### src/rtl/operand_inject_scheduler.sv
// operand_inject_scheduler: buffers E-node results carrying up to two targets
// and serialises them into single-flit req/ack transfers on the local port of
// the operand network, target 0 before target 1.
// Operand packing: {valid, source_instr[INSTR_W-1:0], data[DATA_W-1:0]}.
//
// state | meaning
// IDLE  | nothing presented; loads the FIFO head as soon as one exists
// SEND0 | presenting the head entry's target 0
// SEND1 | presenting the head entry's target 1 (or its only target)
module operand_inject_scheduler #(
  parameter int FIFO_DEPTH = 4,
  parameter int CNT_W      = 16,
  parameter int DATA_W     = 32,
  parameter int INSTR_W    = 7,
  localparam int OP_W      = DATA_W + 1 + INSTR_W
) (
  input  logic               clk,
  input  logic               rst,
  input  logic               flush,
  input  logic               res_valid,
  output logic               res_ready,
  input  logic [OP_W-1:0]    res_operand,
  input  logic               t0_valid,
  input  logic [INSTR_W-1:0] t0_instr,
  input  logic [1:0]         t0_slot,
  input  logic               t1_valid,
  input  logic [INSTR_W-1:0] t1_instr,
  input  logic [1:0]         t1_slot,
  output logic [OP_W-1:0]    net_operand,
  output logic [INSTR_W-1:0] net_dest_instr,
  output logic [1:0]         net_dest_slot,
  output logic               net_req,
  input  logic               net_ack,
  output logic               busy,
  output logic [CNT_W-1:0]   sent_count,
  output logic [CNT_W-1:0]   stall_count
);

  localparam int PTR_W = $clog2(FIFO_DEPTH);
  localparam logic [CNT_W-1:0] CNT_MAX = '1;

  typedef enum logic [1:0] {IDLE, SEND0, SEND1} state_t;

  state_t state;

  logic [OP_W-1:0]    fifo_op   [FIFO_DEPTH];
  logic [1:0]         fifo_mask [FIFO_DEPTH];
  logic [INSTR_W-1:0] fifo_i0   [FIFO_DEPTH];
  logic [1:0]         fifo_s0   [FIFO_DEPTH];
  logic [INSTR_W-1:0] fifo_i1   [FIFO_DEPTH];
  logic [1:0]         fifo_s1   [FIFO_DEPTH];

  logic [PTR_W-1:0] rd_ptr;
  logic [PTR_W-1:0] wr_ptr;
  logic [PTR_W-1:0] nxt_ptr;
  logic [PTR_W-1:0] src_ptr;
  logic [PTR_W:0]   occ;

  logic eff0;
  logic eff1;
  logic push;
  logic pop;
  logic xfer;
  logic more;
  logic load_src;

  // slot 3 is reserved, so such a target is simply not emitted
  assign eff0 = t0_valid && (t0_slot != 2'd3);
  assign eff1 = t1_valid && (t1_slot != 2'd3);

  assign res_ready = occ < (PTR_W+1)'(FIFO_DEPTH);
  assign push      = res_valid && res_ready && !flush && (eff0 || eff1);
  assign xfer      = net_req && net_ack;
  assign more      = occ > (PTR_W+1)'(1);
  assign nxt_ptr   = rd_ptr + PTR_W'(1);
  assign src_ptr   = (state == IDLE) ? rd_ptr : nxt_ptr;
  assign busy      = (occ != '0) || net_req;

  // head leaves the FIFO when its last effective target is accepted
  always_comb begin
    pop = 1'b0;
    if (xfer) begin
      pop = (state == SEND1) || !fifo_mask[rd_ptr][1];
    end
  end

  // a new entry is presented from IDLE, or back-to-back after a pop when another is queued
  assign load_src = ((state == IDLE) && (occ != '0)) || (pop && more);

  // result storage; contents need no reset since occupancy qualifies every read
  always_ff @(posedge clk) begin
    if (push) begin
      fifo_op[wr_ptr]   <= res_operand;
      fifo_mask[wr_ptr] <= {eff1, eff0};
      fifo_i0[wr_ptr]   <= t0_instr;
      fifo_s0[wr_ptr]   <= t0_slot;
      fifo_i1[wr_ptr]   <= t1_instr;
      fifo_s1[wr_ptr]   <= t1_slot;
    end
  end

  // FIFO pointers and occupancy; flush discards everything buffered
  always_ff @(posedge clk) begin
    if (rst || flush) begin
      rd_ptr <= '0;
      wr_ptr <= '0;
      occ    <= '0;
    end else begin
      if (push) wr_ptr <= wr_ptr + PTR_W'(1);
      if (pop)  rd_ptr <= nxt_ptr;
      case ({push, pop})
        2'b10:   occ <= occ + (PTR_W+1)'(1);
        2'b01:   occ <= occ - (PTR_W+1)'(1);
        default: occ <= occ;
      endcase
    end
  end

  // injection FSM with registered network outputs and saturating counters
  always_ff @(posedge clk) begin
    if (rst) begin
      state          <= IDLE;
      net_req        <= 1'b0;
      net_operand    <= '0;
      net_dest_instr <= '0;
      net_dest_slot  <= '0;
      sent_count     <= '0;
      stall_count    <= '0;
    end else begin
      if (xfer && !flush && (sent_count != CNT_MAX)) begin
        sent_count <= sent_count + CNT_W'(1);
      end
      if (net_req && !net_ack && (stall_count != CNT_MAX)) begin
        stall_count <= stall_count + CNT_W'(1);
      end
      if (flush) begin
        state   <= IDLE;
        net_req <= 1'b0;
      end else if (load_src) begin
        net_req     <= 1'b1;
        net_operand <= fifo_op[src_ptr];
        if (fifo_mask[src_ptr][0]) begin
          state          <= SEND0;
          net_dest_instr <= fifo_i0[src_ptr];
          net_dest_slot  <= fifo_s0[src_ptr];
        end else begin
          state          <= SEND1;
          net_dest_instr <= fifo_i1[src_ptr];
          net_dest_slot  <= fifo_s1[src_ptr];
        end
      end else if (xfer) begin
        if (!pop) begin
          state          <= SEND1;
          net_dest_instr <= fifo_i1[rd_ptr];
          net_dest_slot  <= fifo_s1[rd_ptr];
        end else begin
          state   <= IDLE;
          net_req <= 1'b0;
        end
      end
    end
  end

endmodule

### config.mk
export PLATFORM = sky130hd
export DESIGN_NAME = operand_inject_scheduler
export DESIGN_NICKNAME = d
export VERILOG_FILES = /design/src/rtl/operand_inject_scheduler.sv
export SDC_FILE = /design/constraint.sdc
export NUM_CORES = 1
export LEC_CHECK = 0
export ABC_AREA = 1
export CORE_MARGIN = 5
export CORE_UTILIZATION = 56
export DETAILED_ROUTE_END_ITERATION = 7
export PLACE_DENSITY_LB_ADDON = 0.05
export SLEW_MARGIN = 15
export SYNTH_ARGS = -nofsm -noshare
export SYNTH_HDL_FRONTEND = slang
export SYNTH_SLANG_ARGS = --single-unit
### constraint.sdc
create_clock -name clk -period 4.6 [get_ports clk]
set_clock_uncertainty 0.2 [all_clocks]
set_input_delay 0.46 -clock clk [delete_from_list [all_inputs] [get_ports clk]]
set_output_delay 0.46 -clock clk [all_outputs]
set_load 0.05 [all_outputs]
# [After elaboration in Yosys (flattened, before gate mapping)]
# Memory sizes are Yosys's and may differ from the RTL's. A register that Yosys moved wholly into a read port is not among the register bits.
# Index checks and enable logic that the tools add are counted.
[totals] wordCells=87 latchBits=0 output_inout_bits=84 inputBits=65 n_memories=6 rom_bits=0 mem_bits_rw=240 register_bits=51
[memory_table] name="fifo_op" depth=4 width=40 rd=1 rd_clocked_by_memory_dff=1 wr=1 line_no="46" text="logic [OP_W-1:0] fifo_op [FIFO_DEPTH];"
[memory_table] name="fifo_i0" depth=4 width=7 rd=1 rd_clocked_by_memory_dff=0 wr=1 line_no="48" text="logic [INSTR_W-1:0] fifo_i0 [FIFO_DEPTH];"
[memory_table] name="fifo_i1" depth=4 width=7 rd=2 rd_clocked_by_memory_dff=1 wr=1 line_no="50" text="logic [INSTR_W-1:0] fifo_i1 [FIFO_DEPTH];"
[memory_table] name="fifo_mask" depth=4 width=2 rd=2 rd_clocked_by_memory_dff=1 wr=1 line_no="47" text="logic [1:0] fifo_mask [FIFO_DEPTH];"
[memory_table] name="fifo_s0" depth=4 width=2 rd=1 rd_clocked_by_memory_dff=0 wr=1 line_no="49" text="logic [1:0] fifo_s0 [FIFO_DEPTH];"
[memory_table] name="fifo_s1" depth=4 width=2 rd=2 rd_clocked_by_memory_dff=1 wr=1 line_no="51" text="logic [1:0] fifo_s1 [FIFO_DEPTH];"
[op_classes] reduce_logical=29 n_shift=0 muxes=26 n_mul=0 div=0 eq_ne=8 magnitude_cmp=2 add_sub_neg=6 n_bitwise=1
[op_table] operator="$add 16x1->16 const B" count=2
[op_table] operator="$ne 16x16->1 const B" count=2
[op_table] operator="$mux 2" count=15
[op_table] operator="$mux 7" count=4
[op_table] operator="$logic_and 1x1->1" count=12
[op_table] operator="$mux 1" count=6
[op_table] operator="$pmux 3 s2" count=1
[op_table] operator="$reduce_bool 2->1" count=3
[op_table] operator="$logic_or 1x1->1" count=5
[op_table] operator="$add 2x1->2 const B" count=2
[op_table] operator="$eq 2x2->1 const B" count=2
[op_table] operator="$ne 2x2->1 const B" count=2
[op_table] operator="$reduce_and 2->1" count=2
[op_table] operator="$add 3x1->3 const B" count=1
[op_table] operator="$gt 3x1->1 const B" count=1
[op_table] operator="$logic_not 1->1" count=3
[op_table] operator="$lt 3x3->1 const B" count=1
[op_table] operator="$reduce_and 3->1" count=1
[op_table] operator="$reduce_bool 3->1" count=1
[op_table] operator="$sub 3x1->3 const B" count=1
[op_table] operator="$eq 2x1->1 const B" count=1
[op_table] operator="$logic_not 2->1" count=1
[op_table] operator="$ne 2x1->1 const B" count=1
[op_table] operator="$reduce_or 2->1" count=1
[op_table] operator="$not 1->1" count=1

# [Depth between registers and ports, before layout]
[depth] depth_word=7 ltp_mapped=13 mapped_depth_nobuf=13

# [Worst setup path after synthesis]
# No wires, ideal clock.
[synth_timing] path_type="input-to-reg" startpoint="input t1_slot[0]" endpoint="memory fifo_i0[0][0], enable pin" n_path_buf=0 t_required_ps=3922 stages=5 setup_slack_ps=389 arrival_time_ps=3532 setup_ps=478 path_cell_list="nand2_1 > nand2_1 > inv_1 > o2111ai_1 > nor2_1"
[synth_between] elab_chain_len=6
[synth_lines] element="start: declaration" line_no="28" text="input logic [1:0] t1_slot,"
[synth_lines] element="$ne 2x2->1" line_no="69" text="assign eff1 = t1_valid && (t1_slot != 2'd3);"
[synth_lines] element="$logic_and 1x1->1" line_no="69"
[synth_lines] element="named net eff1" line_no="60" text="logic eff1;"
[synth_lines] element="$logic_or 1x1->1" line_no="72" text="assign push = res_valid && res_ready && !flush && (eff0 || eff1);"
[synth_lines] element="$logic_and 1x1->1" line_no="72"
[synth_lines] element="$mux 1" line_no="92" text="if (push) begin"
[synth_lines] element="$mux 1 (not written as such)" line_no="95" text="fifo_i0[wr_ptr] <= t0_instr;"
[synth_lines] element="end: declaration" line_no="48"
# The timed path passes the listed nets, and every way through them passes these cells.

==> summary.txt <==
Cells and area
  • Reg area: a little over 0.009 mm²
  • Layout Nets: ~1,500
  • Fill cells: around 1,800
  • Layout cells sized above 1: 5.87%
  • ANT cells: 0
  • Area Overhead vs Synth: 20.7%
  • Multi-input gate area: 0.00392 mm²

Power and ir drop
  • Clk pwr share: between 40% and 50%
  • Peak VDD IR: about 0.26 mV
  • Switching power total: 1.37 mW
  • Combinational group share of total power: between 6 and 7%
  • Sw Ratio: 21.3%
  • Int Pwr: 5.08 mW
  • Static Leak: a little under 6 nW
  • PwrDens: a little under 400 mW/mm²
  • Sequential power share: 50.7%

STA
  • Endpoints failing setup: 0
  • Slew headroom: about a quarter
  • Setup TNS: 0 ps
  • Fin worst setup slack: between 1500 and 2000 ps
  • Max Transition Viols Final: 0
  • RSZ-0062 raised after global routing: false
  • Final hold violation count: 0
  • Worst Tran Pin Value: ~1100 ps
  • Period utilisation layout: between 60% and 70%
  • Minimum clock period: approximately 3000 ps
  • Fmax: around 340 MHz

Clock tree
  • CTS Hold Buffers Added: 0
  • Post-CTS sizing: 0
  • Post-CTS Setup Bufs: 0
  • TritonCTS Buffers: 35
  • Clock Tree Buf Depth: 3
  • CTS clk-pin slew, worst paths: 60 ps
  • CTS tree: built
  • H-Tree Depth: 2
  • Clk root buf: clkbuf_16
  • Sink Count: ~330
  • Clk Latency, worst-skew pair: between 500 and 600 ps

Worst setup path
  • Crit path max fanout: 40
  • Kind of cell adding the most delay to the critical path: simple AND/OR/NAND/NOR gates
  • CP Buf/Inv Count: 2
  • Max stage delay on crit path: around 600 ps
  • Crit Path Category: reg2reg
  • Slowest cell on the critical path: dfxtp_1
  • Worst path cell trace: inv_1 > nand3_1 > nand2_1 > nand2_2 > nand3_2 > nand2_2 > nand2_4 > inv_2 > nand2_1 > a21oi_1
  • Crit path capture type: register
  • Req. time, crit path: 4830 ps
  • Startpoint types: register
  • CP arrival: 3200 ps

Placement
  • Final HPWL DP: 18,500 µm
  • Final GP Congestion: 0.866
  • Port Buffer Count: 148
  • DP Worst Slack: around 1200 ps

Synthesis
  • Top_reg_cell synth: edfxtp_1
  • Synth cell count leaders: nand2_1, edfxtp_1, nor2_1
  • Flops & latches, synth: about 330
  • Cell variety after synth: 33
  • Number of synthesis warnings: 0
  • Sequential fraction of the synthesis area: approximately two thirds
  • Post-synth EDFFs: 240
  • Syn_nets: between 1,000 and 1,500
  • Async S/R FF share, synth: 0%
  • Most common cell in the netlist: nand2_1
  • Mapped Area: approximately 0.014 mm²
  • Syn Inst Count: ~1,300
  • Synth top area cells: edfxtp_1, dfxtp_1, nand2_1
  • Cell accounting for the most synthesized area: edfxtp_1
  • Synthesized area per cell: between 10 and 15 µm²
  • Yosys top cell area share: between 50% and 60%

Global route
  • GRT Util Overall: between 20 and 25%
  • Vias in the first global route: 9,706
  • First-pass GRT wire length: 49,900 µm
  • Grt met3 use: 4.08%
  • Remaining Overflow, GRT: 0
  • Initial antenna violation count: 2
  • Global route hottest layer: met2
  • Global-route met2 utilization: 36.8%
  • Largest net degree at the start of global routing: 101
  • M1 GR Usage: 29.4%

Route
  • Via/cell ratio: 5.48
  • Via count: 9,984
  • Routed wire length: 31,000 µm
  • Post-route ant nets: 0
  • Initial DRC count: approximately 680
  • Pre-antenna DRT Iters: 5
  • # DRC: 0
  • Routed WL per cell: 17.0 µm

Floorplan
  • # IOs: 149
  • Die area: 0.0277 mm²
  • Die extent in x: ~170 µm
  • Core box area: roughly 0.024 mm²
  • Rows: 57
  • Starting Density: around 57%
  • Die H: 166 µm

Outcome
  • Status: finished, final reports clean

Flow run
  • MaxCap Viol Count: 0

Hold path
  • Worst hold path class: reg2reg
area by class of cell:
| class | count | share of cell area, % |
|---|---|---|
| Sequential cell | 333 | 54.8 |
| Multi-Input combinational cell | 833 | 23.7 |
| Timing Repair Buffer | 163 | 9.76 |
| Clock buffer | 53 | 6.07 |
| Tap cell | 324 | 2.45 |
| Inverter | 106 | 2.41 |
| Clock inverter | 10 | 0.824 |
layer usage:
| metal | routed length, µm | part of all wire (%) | vias to the layer above |
|---|---|---|---|
| met5 | 24 | 0.077 | - |
| li1 | - | - | 4824 |
| met4 | 673 | 2.2 | 4 |
| met2 | 14700 | 48 | 336 |
| met1 | 13600 | 44 | 4755 |
| met3 | 1970 | 6.4 | 65 |
final timing paths:
| check | start | endpoint | slack [ps] | depth (start not counted) |
|---|---|---|---|---|
| worst min register to register | net_operand[0]$_SDFFE_PP0P_ | net_operand[0]$_SDFFE_PP0P_ | 260 | 2 |
| worst max register to register | register | net_operand[29]$_SDFFE_PP0P_ | 1640 | 10 |
| worst max-delay path | register | net_operand[29]$_SDFFE_PP0P_ | 1640 | 10 |
| worst min-delay path | net_operand[0]$_SDFFE_PP0P_ | net_operand[0]$_SDFFE_PP0P_ | 260 | 2 |
placed cells by master (no fill, tap or decap), types with 3 or more instances in the layout:
| master | instances |
|---|---|
| nand2_1 | 280 |
| edfxtp_1 | 240 |
| nor2_1 | 161 |
| clkdlybuf4s50_1 | 147 |
| o21ai_0 | 119 |
| inv_1 | 99 |
| dfxtp_1 | 93 |
| a21oi_1 | 74 |
| nand3_1 | 66 |
| o22ai_1 | 48 |
| clkbuf_16 | 36 |
| nor3_1 | 13 |
| clkbuf_1 | 13 |
| buf_4 | 13 |
| o21ai_1 | 12 |
| ha_1 | 11 |
| nand3b_1 | 9 |
| nand2_2 | 7 |
| xor2_1 | 7 |
| inv_2 | 6 |
| nand4_1 | 5 |
| clkinv_1 | 4 |
| nor2_4 | 4 |
| nand2_4 | 4 |
| clkbuf_8 | 4 |
| xnor2_1 | 3 |
| bufinv_16 | 3 |
kinds of logic (layout without fill, tap and decap cells):
family | count (synthesis) | after routing | share of synthesized area, %
flip-flops | 333 | 333 | 66.2
AND/OR/NAND/NOR | 554 | 554 | 16.6
buffers and inverters | 168 | 332 | 5.58
AO/OA/AOI/OAI | 258 | 258 | 9.95
adder cells (fa/ha/maj) | 11 | 11 | 1.00
XOR/XNOR | 10 | 10 | 0.639
worst register-to-register path: cells and delay by family (launching register included):
family / cells / cell delay, ps
AO/OA/AOI/OAI: 1 / 180
buffers and inverters: 2 / 920
flip-flops: 1 / 610
AND/OR/NAND/NOR: 7 / 970
power groups by stage:
| stage | clock, mW | combinational (mW) | sequential [mW] |
|---|---|---|---|
| after global placement | 0 | 0.403 | 3.34 |
| after CTS | 2.82 | 0.409 | 3.27 |
| after global routing | 2.96 | 0.449 | 3.27 |
| final | 2.77 | 0.408 | 3.27 |
| after floorplan | 0 | 0.202 | 3.38 |
| after detailed placement | 0 | 0.407 | 3.34 |
metrics by stage:
step / area, µm² / power (mW) / cells / util [%] / hold WS [ps]
4_1_cts: 16500 / 6.51 / 1822 / 68.4 / 266
3_3_place_gp: 15400 / 3.74 / 1759 / 63.7 / 253
5_1_grt: 16500 / 6.68 / 1822 / 68.4 / 281
2_1_floorplan: 13700 / 3.59 / 1334 / - / 288
3_5_place_dp: 15400 / 3.74 / 1759 / 63.7 / 255
6_report: 16500 / 6.46 / 1822 / 68.4 / 261
flip-flops by register name, indices dropped and copies added (netlist names), 7 cells and up, named ones only:
name / count
stall_count: 16
sent_count: 16
fifo_op: 160
fifo_mask: 8
fifo_s1: 8
fifo_s0: 8
fifo_i1: 28
net_dest_instr: 7
net_operand: 40
fifo_i0: 28
Note: power is estimated with default switching activity, not from simulation.
